[config.mk]
export PLATFORM = sky130hd
export DESIGN_NAME = jbi_sc_req_ctl
export DESIGN_NICKNAME = d
export VERILOG_FILES = /design/src/rtl/jbi_sc_req_pkg.sv /design/src/rtl/jbi_sc_credit_cnt.sv /design/src/rtl/jbi_sc_req_ctl.sv
export SDC_FILE = /design/constraint.sdc
export NUM_CORES = 1
export LEC_CHECK = 0
export ABC_AREA = 1
export CORE_MARGIN = 5
export CORE_UTILIZATION = 35
export CTS_CLUSTER_DIAMETER = 80
export DETAILED_ROUTE_END_ITERATION = 8
export GPL_TIMING_DRIVEN = 0
export PLACE_DENSITY = 0.7
export SLEW_MARGIN = 20
export SYNTH_ARGS = -nofsm -noshare
export SYNTH_HDL_FRONTEND = slang
export SYNTH_SLANG_ARGS = --single-unit
[constraint.sdc]
create_clock -name rclk -period 3.5 [get_ports rclk]
set_clock_uncertainty 0.1 [all_clocks]
set_input_delay 0.525 -clock rclk [delete_from_list [all_inputs] [get_ports rclk]]
set_output_delay 0.525 -clock rclk [all_outputs]
set_load 0.03 [all_outputs]
[src/rtl/jbi_sc_req_pkg.sv]
// Shared types and default sizing for the JBI-to-sctag request sequencer.
package jbi_sc_req_pkg;

  typedef enum logic [2:0] {
    IDLE      = 3'd0,
    HDR_HI    = 3'd1,
    HDR_LO    = 3'd2,
    WR_DATA   = 3'd3,
    POR_DRAIN = 3'd4
  } req_state_e;

  localparam int HDR_BEATS     = 2;
  localparam int IQ_DEPTH_DEF  = 16;
  localparam int WIB_DEPTH_DEF = 4;
  localparam int WR_BEATS_DEF  = 16;

endpackage

[src/rtl/jbi_sc_credit_cnt.sv]
// Saturating credit counter: resets full, dec on consume, inc on return, sticky overflow.
module jbi_sc_credit_cnt #(
  parameter int DEPTH = 4,
  localparam int W = $clog2(DEPTH + 1)
) (
  input  logic         clk,
  input  logic         rst_n,
  input  logic         inc_i,
  input  logic         dec_i,
  output logic [W-1:0] count_o,
  output logic         overflow_o
);

  localparam logic [W-1:0] FULL = W'(DEPTH);

  logic [W-1:0] cnt_q, cnt_d;
  logic         ovf_q, ovf_d;

  always_comb begin
    cnt_d = cnt_q;
    ovf_d = ovf_q;
    // A simultaneous return and consume cancel out, even at full.
    if (inc_i && !dec_i) begin
      if (cnt_q == FULL) ovf_d = 1'b1;
      else               cnt_d = cnt_q + W'(1);
    end else if (dec_i && !inc_i) begin
      cnt_d = cnt_q - W'(1);
    end
  end

  always_ff @(posedge clk or negedge rst_n) begin
    if (!rst_n) begin
      cnt_q <= FULL;
      ovf_q <= 1'b0;
    end else begin
      cnt_q <= cnt_d;
      ovf_q <= ovf_d;
    end
  end

  assign count_o    = cnt_q;
  assign overflow_o = ovf_q;

endmodule

[src/rtl/jbi_sc_req_ctl.sv]
// Round-robin read/write request sequencer onto the 32-bit sctag request bus.
// Optional stall counters are built when JBI_SC_REQ_PERF_EN is defined.
module jbi_sc_req_ctl
  import jbi_sc_req_pkg::*;
#(
  parameter int IQ_DEPTH  = IQ_DEPTH_DEF,
  parameter int WIB_DEPTH = WIB_DEPTH_DEF,
  parameter int WR_BEATS  = WR_BEATS_DEF
) (
  input  logic                             rclk,
  input  logic                             arst_l,
  input  logic                             rd_req,
  input  logic [63:0]                      rd_hdr,
  output logic                             rd_gnt,
  input  logic                             wr_req,
  input  logic [63:0]                      wr_hdr,
  output logic                             wr_gnt,
  input  logic [31:0]                      wr_data,
  input  logic [6:0]                       wr_ecc,
  output logic                             wr_data_ack,
  input  logic                             sctag_jbi_iq_dequeue,
  input  logic                             sctag_jbi_wib_dequeue,
  input  logic                             sctag_jbi_por_req,
  output logic [31:0]                      jbi_sctag_req,
  output logic                             jbi_sctag_req_vld,
  output logic [6:0]                       jbi_scbuf_ecc,
  output logic                             por_done,
  output logic                             credit_err,
`ifdef JBI_SC_REQ_PERF_EN
  output logic [31:0]                      iq_stall_cnt,
  output logic [31:0]                      wib_stall_cnt,
`endif
  output logic [$clog2(IQ_DEPTH+1)-1:0]    iq_credit,
  output logic [$clog2(WIB_DEPTH+1)-1:0]   wib_credit
);

  localparam int IQW  = $clog2(IQ_DEPTH + 1);
  localparam int WIBW = $clog2(WIB_DEPTH + 1);
  // Beat counter is sized for the longest packet on the bus.
  localparam int BCW  = $clog2(HDR_BEATS + WR_BEATS);
  localparam logic [BCW-1:0]  LAST_BEAT = BCW'(WR_BEATS);
  localparam logic [IQW-1:0]  IQ_FULL   = IQW'(IQ_DEPTH);
  localparam logic [WIBW-1:0] WIB_FULL  = WIBW'(WIB_DEPTH);

  req_state_e     state_q, state_d;
  logic [31:0]    hdr_lo_q, hdr_lo_d;
  logic           is_wr_q, is_wr_d;
  logic           pref_wr_q, pref_wr_d;
  logic           por_pend_q, por_pend_d;
  logic [BCW-1:0] beat_q, beat_d;
  logic [31:0]    req_q, req_d;
  logic           vld_q, vld_d;
  logic [6:0]     ecc_q, ecc_d;

  logic iq_ok, wib_ok, rd_elig, wr_elig, pick_wr, any_gnt;
  logic iq_ovf, wib_ovf;

  assign iq_ok   = (iq_credit != '0);
  assign wib_ok  = (wib_credit != '0);
  assign rd_elig = rd_req && iq_ok;
  assign wr_elig = wr_req && iq_ok && wib_ok;
  assign pick_wr = wr_elig && (!rd_elig || pref_wr_q);
  assign any_gnt = rd_gnt || wr_gnt;

  always_comb begin
    state_d     = state_q;
    hdr_lo_d    = hdr_lo_q;
    is_wr_d     = is_wr_q;
    pref_wr_d   = pref_wr_q;
    por_pend_d  = por_pend_q || sctag_jbi_por_req;
    beat_d      = beat_q;
    req_d       = '0;
    vld_d       = 1'b0;
    ecc_d       = '0;
    rd_gnt      = 1'b0;
    wr_gnt      = 1'b0;
    wr_data_ack = 1'b0;
    por_done    = 1'b0;
    case (state_q)
      IDLE: begin
        if (por_pend_q) begin
          state_d = POR_DRAIN;
        end else if (rd_elig || wr_elig) begin
          rd_gnt    = !pick_wr;
          wr_gnt    = pick_wr;
          is_wr_d   = pick_wr;
          pref_wr_d = !pick_wr;
          req_d     = pick_wr ? wr_hdr[63:32] : rd_hdr[63:32];
          hdr_lo_d  = pick_wr ? wr_hdr[31:0]  : rd_hdr[31:0];
          vld_d     = 1'b1;
          state_d   = HDR_HI;
        end
      end
      HDR_HI: begin
        req_d   = hdr_lo_q;
        state_d = HDR_LO;
      end
      HDR_LO: begin
        if (is_wr_q) begin
          wr_data_ack = 1'b1;
          req_d       = wr_data;
          ecc_d       = wr_ecc;
          beat_d      = BCW'(1);
          state_d     = WR_DATA;
        end else begin
          state_d = IDLE;
        end
      end
      WR_DATA: begin
        if (beat_q < LAST_BEAT) begin
          wr_data_ack = 1'b1;
          req_d       = wr_data;
          ecc_d       = wr_ecc;
          beat_d      = beat_q + BCW'(1);
        end else begin
          state_d = IDLE;
        end
      end
      POR_DRAIN: begin
        if (iq_credit == IQ_FULL && wib_credit == WIB_FULL) begin
          por_done   = 1'b1;
          por_pend_d = 1'b0;
          state_d    = IDLE;
        end
      end
      default: state_d = IDLE;
    endcase
  end

  always_ff @(posedge rclk or negedge arst_l) begin
    if (!arst_l) begin
      state_q    <= IDLE;
      hdr_lo_q   <= '0;
      is_wr_q    <= 1'b0;
      pref_wr_q  <= 1'b0;
      por_pend_q <= 1'b0;
      beat_q     <= '0;
      req_q      <= '0;
      vld_q      <= 1'b0;
      ecc_q      <= '0;
    end else begin
      state_q    <= state_d;
      hdr_lo_q   <= hdr_lo_d;
      is_wr_q    <= is_wr_d;
      pref_wr_q  <= pref_wr_d;
      por_pend_q <= por_pend_d;
      beat_q     <= beat_d;
      req_q      <= req_d;
      vld_q      <= vld_d;
      ecc_q      <= ecc_d;
    end
  end

  assign jbi_sctag_req     = req_q;
  assign jbi_sctag_req_vld = vld_q;
  assign jbi_scbuf_ecc     = ecc_q;
  assign credit_err        = iq_ovf || wib_ovf;

  jbi_sc_credit_cnt #(.DEPTH(IQ_DEPTH)) u_iq_credit (
    .clk        (rclk),
    .rst_n      (arst_l),
    .inc_i      (sctag_jbi_iq_dequeue),
    .dec_i      (any_gnt),
    .count_o    (iq_credit),
    .overflow_o (iq_ovf)
  );

  jbi_sc_credit_cnt #(.DEPTH(WIB_DEPTH)) u_wib_credit (
    .clk        (rclk),
    .rst_n      (arst_l),
    .inc_i      (sctag_jbi_wib_dequeue),
    .dec_i      (wr_gnt),
    .count_o    (wib_credit),
    .overflow_o (wib_ovf)
  );

`ifdef JBI_SC_REQ_PERF_EN
  logic [31:0] iq_stall_q, wib_stall_q;
  logic        in_idle;

  assign in_idle = (state_q == IDLE);

  always_ff @(posedge rclk or negedge arst_l) begin
    if (!arst_l) begin
      iq_stall_q  <= '0;
      wib_stall_q <= '0;
    end else begin
      if (in_idle && (rd_req || wr_req) && !iq_ok) iq_stall_q <= iq_stall_q + 32'd1;
      if (in_idle && wr_req && iq_ok && !wib_ok)   wib_stall_q <= wib_stall_q + 32'd1;
    end
  end

  assign iq_stall_cnt  = iq_stall_q;
  assign wib_stall_cnt = wib_stall_q;
`endif

endmodule

# ---- Word-level counts from Yosys, hierarchy flattened
# Index checks and enable logic that the tools add are counted.
dict set report totals {
  regBits 93
  ram_bits 0
  romBits 0
  latch_bits 0
  input_bits 174
  wordCells 107
  output_inout_bits 53
  n_memories 0
}
dict set report op_classes {
  multipliers 0
  reduce_logical 33
  shifts 0
  n_lt_le_gt_ge 1
  add_sub_neg 5
  bitwise 1
  div_mod_pow 0
  n_eq_ne 13
  muxes 41
}
# cell n
set ops {}
lappend ops {{$mux W32} 6}
lappend ops {{$pmux W32 S4} 1}
lappend ops {{$mux W5} 5}
lappend ops {{$mux W3} 7}
lappend ops {{$mux W1} 15}
lappend ops {{$pmux W3 S5} 1}
lappend ops {{$mux W7} 2}
lappend ops {{$pmux W7 S2} 1}
lappend ops {{$ne A2 B2 Y1 const B} 6}
lappend ops {{$add A5 B1 Y5 const B} 2}
lappend ops {{$pmux W5 S2} 1}
lappend ops {{$logic_and A1 B1 Y1} 9}
lappend ops {{$reduce_and A3 Y1} 3}
lappend ops {{$reduce_and A2 Y1} 4}
lappend ops {{$eq A3 B2 Y1 const B} 2}
lappend ops {{$eq A3 B3 Y1 const B} 2}
lappend ops {{$logic_not A1 Y1} 6}
lappend ops {{$reduce_bool A2 Y1} 3}
lappend ops {{$eq A5 B5 Y1 const B} 1}
lappend ops {{$logic_or A1 B1 Y1} 5}
lappend ops {{$lt A5 B5 Y1 const B} 1}
lappend ops {{$reduce_bool A5 Y1} 1}
lappend ops {{$sub A5 B1 Y5 const B} 1}
lappend ops {{$add A3 B1 Y3 const B} 1}
lappend ops {{other kinds (8)} 8}

# ---- Logic depth before layout (Yosys ltp)
dict set report logic_depth {
  ltp_word 14
  depth_mapped 16
  ltp_nobuf 15
}

# ---- Hierarchy
# Synthesis repeated with hierarchy kept, for this count alone.
dict set report hier_totals {
  cells_unflattened 742
  area_unflattened_um2 5157.4
}
# module cells_each area_each_um2 seq_area_each_um2 instances
set by_module_without_submodules {}
lappend by_module_without_submodules {jbi_sc_req_ctl 646 4464.3 2077.0 1}
lappend by_module_without_submodules {{jbi_sc_credit_cnt at u_iq_credit} 64 456.7 151.4 1}
lappend by_module_without_submodules {{jbi_sc_credit_cnt at u_wib_credit} 32 236.5 101.3 1}

# ---- Least setup slack after synthesis
# OpenSTA, ideal clock, no wires.
dict set report synth_path {
  path_kind {register to output}
  from {register u_iq_credit.cnt_q[0] (netlist: u_iq_credit.count_o[0])}
  to {output port por_done}
  path_slack_ns 1.086
  t_arrival_ns 1.789
  stages_incl_launch_ff 5
  n_path_buf 0
  required_ns 2.875
  cell_sequence {dfrtp_1 nor2_2 nand4_1 or2_2 nor4_2}
}
dict set report synth_via {
  elab_chain_cells 4
}
# element line
set synth_lines {}
lappend synth_lines {{start, declared} jbi_sc_credit_cnt.sv:16} ;# logic [W-1:0] cnt_q, cnt_d;
lappend synth_lines {{start signal, assigned} jbi_sc_credit_cnt.sv:36} ;# cnt_q <= cnt_d;
lappend synth_lines {{$eq A5 B5 Y1} jbi_sc_req_ctl.sv:120} ;# if (iq_credit == IQ_FULL && wib_credit == WIB_FULL) begin
lappend synth_lines {{$logic_and A1 B1 Y1} jbi_sc_req_ctl.sv:120}
lappend synth_lines {{$mux W1} jbi_sc_req_ctl.sv:120}
lappend synth_lines {{$mux W1} jbi_sc_req_ctl.sv:79} ;# case (state_q)
lappend synth_lines {{end, declared} jbi_sc_req_ctl.sv:27} ;# output logic por_done,
# Every way passes these cells.

# ---- Worst setup path in the final report
dict set report layout_path {
  from {register u_wib_credit.cnt_q[2] (netlist: u_wib_credit.count_o[2])}
  to {output port wr_gnt}
}
dict set report layout_via {
  elab_chain_cells 6
  word_cells_on_any_way 7
  classes_between {mux (3); reduce/logical (4)}
}
# element line
set layout_lines {}
lappend layout_lines {{start, declared} jbi_sc_credit_cnt.sv:16}
lappend layout_lines {{start signal, assigned} jbi_sc_credit_cnt.sv:36}
lappend layout_lines {{$reduce_bool A3 Y1 *} jbi_sc_req_ctl.sv:59} ;# assign wib_ok = (wib_credit != '0);
lappend layout_lines {{$logic_and A1 B1 Y1 *} jbi_sc_req_ctl.sv:61} ;# assign wr_elig = wr_req && iq_ok && wib_ok;
lappend layout_lines {{$logic_and A1 B1 Y1 or $logic_or A1 B1 Y1 (tied branches)} {jbi_sc_req_ctl.sv:62, jbi_sc_req_ctl.sv:83}}
lappend layout_lines {{$mux W1 *} jbi_sc_req_ctl.sv:83} ;# end else if (rd_elig || wr_elig) begin
lappend layout_lines {{$mux W1 *} jbi_sc_req_ctl.sv:81} ;# if (por_pend_q) begin
lappend layout_lines {{$mux W1 *} jbi_sc_req_ctl.sv:79}
lappend layout_lines {{end, declared} jbi_sc_req_ctl.sv:17} ;# output logic wr_gnt,
# Mark *: on every way between the ends. The rest lies on a longest branch, timed or not.

==> results.md <==
* Status: completed
* Clk_lat worst skew at between 0.3 and 0.4 ns
* Crit path kind: register to output port
* Avg Inst Size Synth at 8.40 sq um
* CTS tree: done
* Final nets at about 960
* Minimum clock period at ~3.2 ns
* Synthesis Warnings at 0
* Final setup viols at 0
* Grt ovf at 0
* Ys async rst share at between 90% and 100%
* Overall power at between 0.003 and 0.004 W
* Sink Count at 93
* Worst-path fanout max at 10
* Critical path's slowest cell: clkdlybuf4s50_1
* Post-synthesis mux area share at 0%
* Die area at 15300 sq um
* ANT cells at 0
* Gate Count Post-Synth at between 500 and 600
* Core ar. at between 10000 and 15000 sq um
* Design area at 7330 sq um
* Routed Antenna Nets at 0
* Max Slew Vio Count at 0
* F_max at between 300 and 400 MHz
* Post-CTS resize count at 0
* Die W at 124 microns
* Setup ws final at about 0.27 ns
* Synthesized cell area at around 4500 sq um
* HPWL Detailed at 12800 microns
* CTS root buffer: clkbuf_16
* Worst setup SP type: register
* Die Span Y at 124 microns
* Hold Path Class: primary input to asynchronous set/reset pin
* Antenna violations before repair at 0
* Worst slew pin tran at roughly 0.55 ns
* First-pass GRT wire length at between 20000 and 25000 microns
* Max H-tree Level at 3
* Synth Area in Adders at 2.00%
* MaxCap Viol Count at 0
* Global-route usage over all layers at between 20% and 30%
* Share of cells above drive strength 1 at approximately 8%
* Area fraction in compound gates after synthesis at about a tenth
* Starting density of the core at between 30% and 40%
* Yosys reg bits at a little over 90
* Per-cell routed wire length at about 17 microns
* I/O pins at between 200 and 250
* Worst path max stage delay at 0.74 ns
* Core Util, Final at about three fifths
* Row Count at 41
* Main combinational cell family by area after synthesis: simple AND/OR/NAND/NOR gates
* Post-Synth XOR/XNOR Area at 0.582%
* Clk buf depth at 2
* Worst path cell trace: inv_1 -> nand2_1 -> nand2_1 -> inv_1 -> nand3_4 -> nor2_4 -> buf_2 -> clkdlybuf4s50_1
* Setup_tns at 0 ns
* Critical path required time at between 2 and 3 ns
* Initial drt markers at roughly 260
* Crit end category: output port
* EDFF count, synth at 0
* Detailed Route WL at between 15000 and 20000 microns
* DP Area at about 7000 sq um
* Vias after detailed routing at 4617
* Register area share after synthesis at around half
* Lkg Pwr at approximately 3.3 nW
* Largest area contributor in the netlist: dfrtp_1
* Clk pin slew, worst setup/hold paths at around 0.07 ns
* Power per cell area at 441 nW/um^2
* Area delta synth->final at 62.5%
* Slew Limit Headroom at 63.5%
* R2r setup slk at roughly 0.98 ns
* Hold Fails Final Rpt at 0
* Largest net degree at the start of global routing at 48
* Num CTS Buffers at 9
* Top cells by area, synth: dfrtp_1 (50%), nand2_1 (16%), nand3_1 (5.5%), o211ai_1 (4.3%), nor2_1 (3.2%)
* Top FF cell, synth: dfrtp_1
* Yosys cell types at 35
* Vias/cell at approximately 4.8
* Drc violations at 0
* Postcts setup bufs at 0
* Area share of and/or/nand/nor cells after synthesis at between 20% and 30%
* Gpl congestion at 0.856
* VDD IR max at around 0.00025 V
* Hold Buf Count CTS at 0
* RSZ-0062 raised after global routing: false
* Fillers at ~1200
* Synthesized Nets at ~700
* Worst slack at placement at around 0.25 ns
* Post-synth top area share at roughly half
* Vias in the first global route at a little under 5000
* Period utilisation layout at just over 90%
* TritonRoute pass-1 iters at 4
* Port bufs at ~230
* Worst EP arrival at around 2.6 ns
==> synth_stat cells (3+ instances only) <==
cell type  count
o211ai_1      26
nand4_1        6
nand2_1      194
a22oi_1        7
nor2_1        39
buf_4          5
dfrtp_1       91
buf_2         14
clkbuf_1       3
inv_2          5
nand3_1       50
nor2_4         3
ha_1           4
inv_1         26
a21oi_1        8
o21ai_0       29
==> critical path: cells and delay by family, from the launching register on <==
family | cells | cell delay, ns
buffers and inverters | 4 | 1.20
flip-flops | 1 | 0.55
AND/OR/NAND/NOR | 4 | 0.51
==> registers in the layout (all words and copies together) (netlist names) <==
name and flops:
beat_q 5, hdr_lo_q 32, is_wr_q 1, jbi_scbuf_ecc 7, jbi_sctag_req 32, jbi_sctag_req_vld 1
por_pend_q 1, pref_wr_q 1, state_q 3, u_iq_credit.count_o 5, u_iq_credit.overflow_o 1, u_wib_credit.count_o 3
u_wib_credit.overflow_o 1
==> where the power goes <==
part	internal, W	switching, W
logic	0.000424	0.000483
clock network	0.000611	0.000406
registers	0.00120	0.000105
total	0.00224	0.000994
==> layout by cell type (no fill, tap or decap), types with 2 or more instances in the layout <==
| cell | n |
|---|---|
| clkdlybuf4s50_1 | 225 |
| nand2_1 | 194 |
| dfrtp_1 | 91 |
| nand3_1 | 50 |
| nor2_1 | 39 |
| o21ai_0 | 29 |
| inv_1 | 26 |
| o211ai_1 | 26 |
| buf_2 | 14 |
| clkbuf_16 | 9 |
| a21oi_1 | 8 |
| a22oi_1 | 7 |
| nand4_1 | 6 |
| inv_2 | 5 |
| buf_4 | 5 |
| clkbuf_1 | 4 |
| ha_1 | 4 |
| buf_6 | 3 |
| nor2_4 | 3 |
| clkbuf_8 | 3 |
| inv_4 | 2 |
| nand3_2 | 2 |
| nand3_4 | 2 |
| clkinv_2 | 2 |
| xor2_1 | 2 |
| o21ai_1 | 2 |
| fa_1 | 2 |
| dfstp_2 | 2 |
==> per-stage QoR <==
stage               std cells  hold slack [ns]
finish                    952          0.00985
global route              952           0.0402
CTS                       952           0.0232
detailed placement        936            0.349
global placement          935            0.343
floorplan                 537            0.129
==> kinds of logic after synthesis <==
kind of cell | count (synthesis)
xor+xnor | 3
buf+inv | 58
fa+ha+maj | 6
compound gates | 73
simple gates | 304
flops | 93
==> per-layer routing <==
layer	global-route usage, %	vias up	wire [microns]
met2	35.3	178	7950
li1	-	2239	-
met1	26.7	2165	6500
met4	8.44	0	539
met3	5.31	35	1290
met5	0	-	0
==> area by class of cell <==
type	count	area (sq um)	share of cell area, %
well taps	172	215	2.94
multi-input cells	386	1910	26.0
flip-flops and latches	93	2330	31.8
repair buffers	227	2290	31.2
clock buffers	13	270	3.69
clock inverters	3	42.5	0.580
inverters	34	134	1.83
plain buffers	24	141	1.93
==> final timing paths <==
check                      cells after the start                                 end                                 from
max                                            8                              wr_gnt  u_wib_credit.count_o[2]$_DFFE_PN1P_
min                                            1         jbi_sctag_req[21]$_DFF_PN0_                               arst_l
max reg2reg                                   16  u_iq_credit.count_o[4]$_DFFE_PN1P_  u_wib_credit.count_o[0]$_DFFE_PN0P_
min reg2reg                                    2  u_iq_credit.overflow_o$_DFFE_PN0P_   u_iq_credit.overflow_o$_DFFE_PN0P_
max in group asynchronous                      2  u_iq_credit.count_o[4]$_DFFE_PN1P_                               arst_l
min in group rclk                              2  u_iq_credit.overflow_o$_DFFE_PN0P_   u_iq_credit.overflow_o$_DFFE_PN0P_
Power figures use the tool's default switching activity.
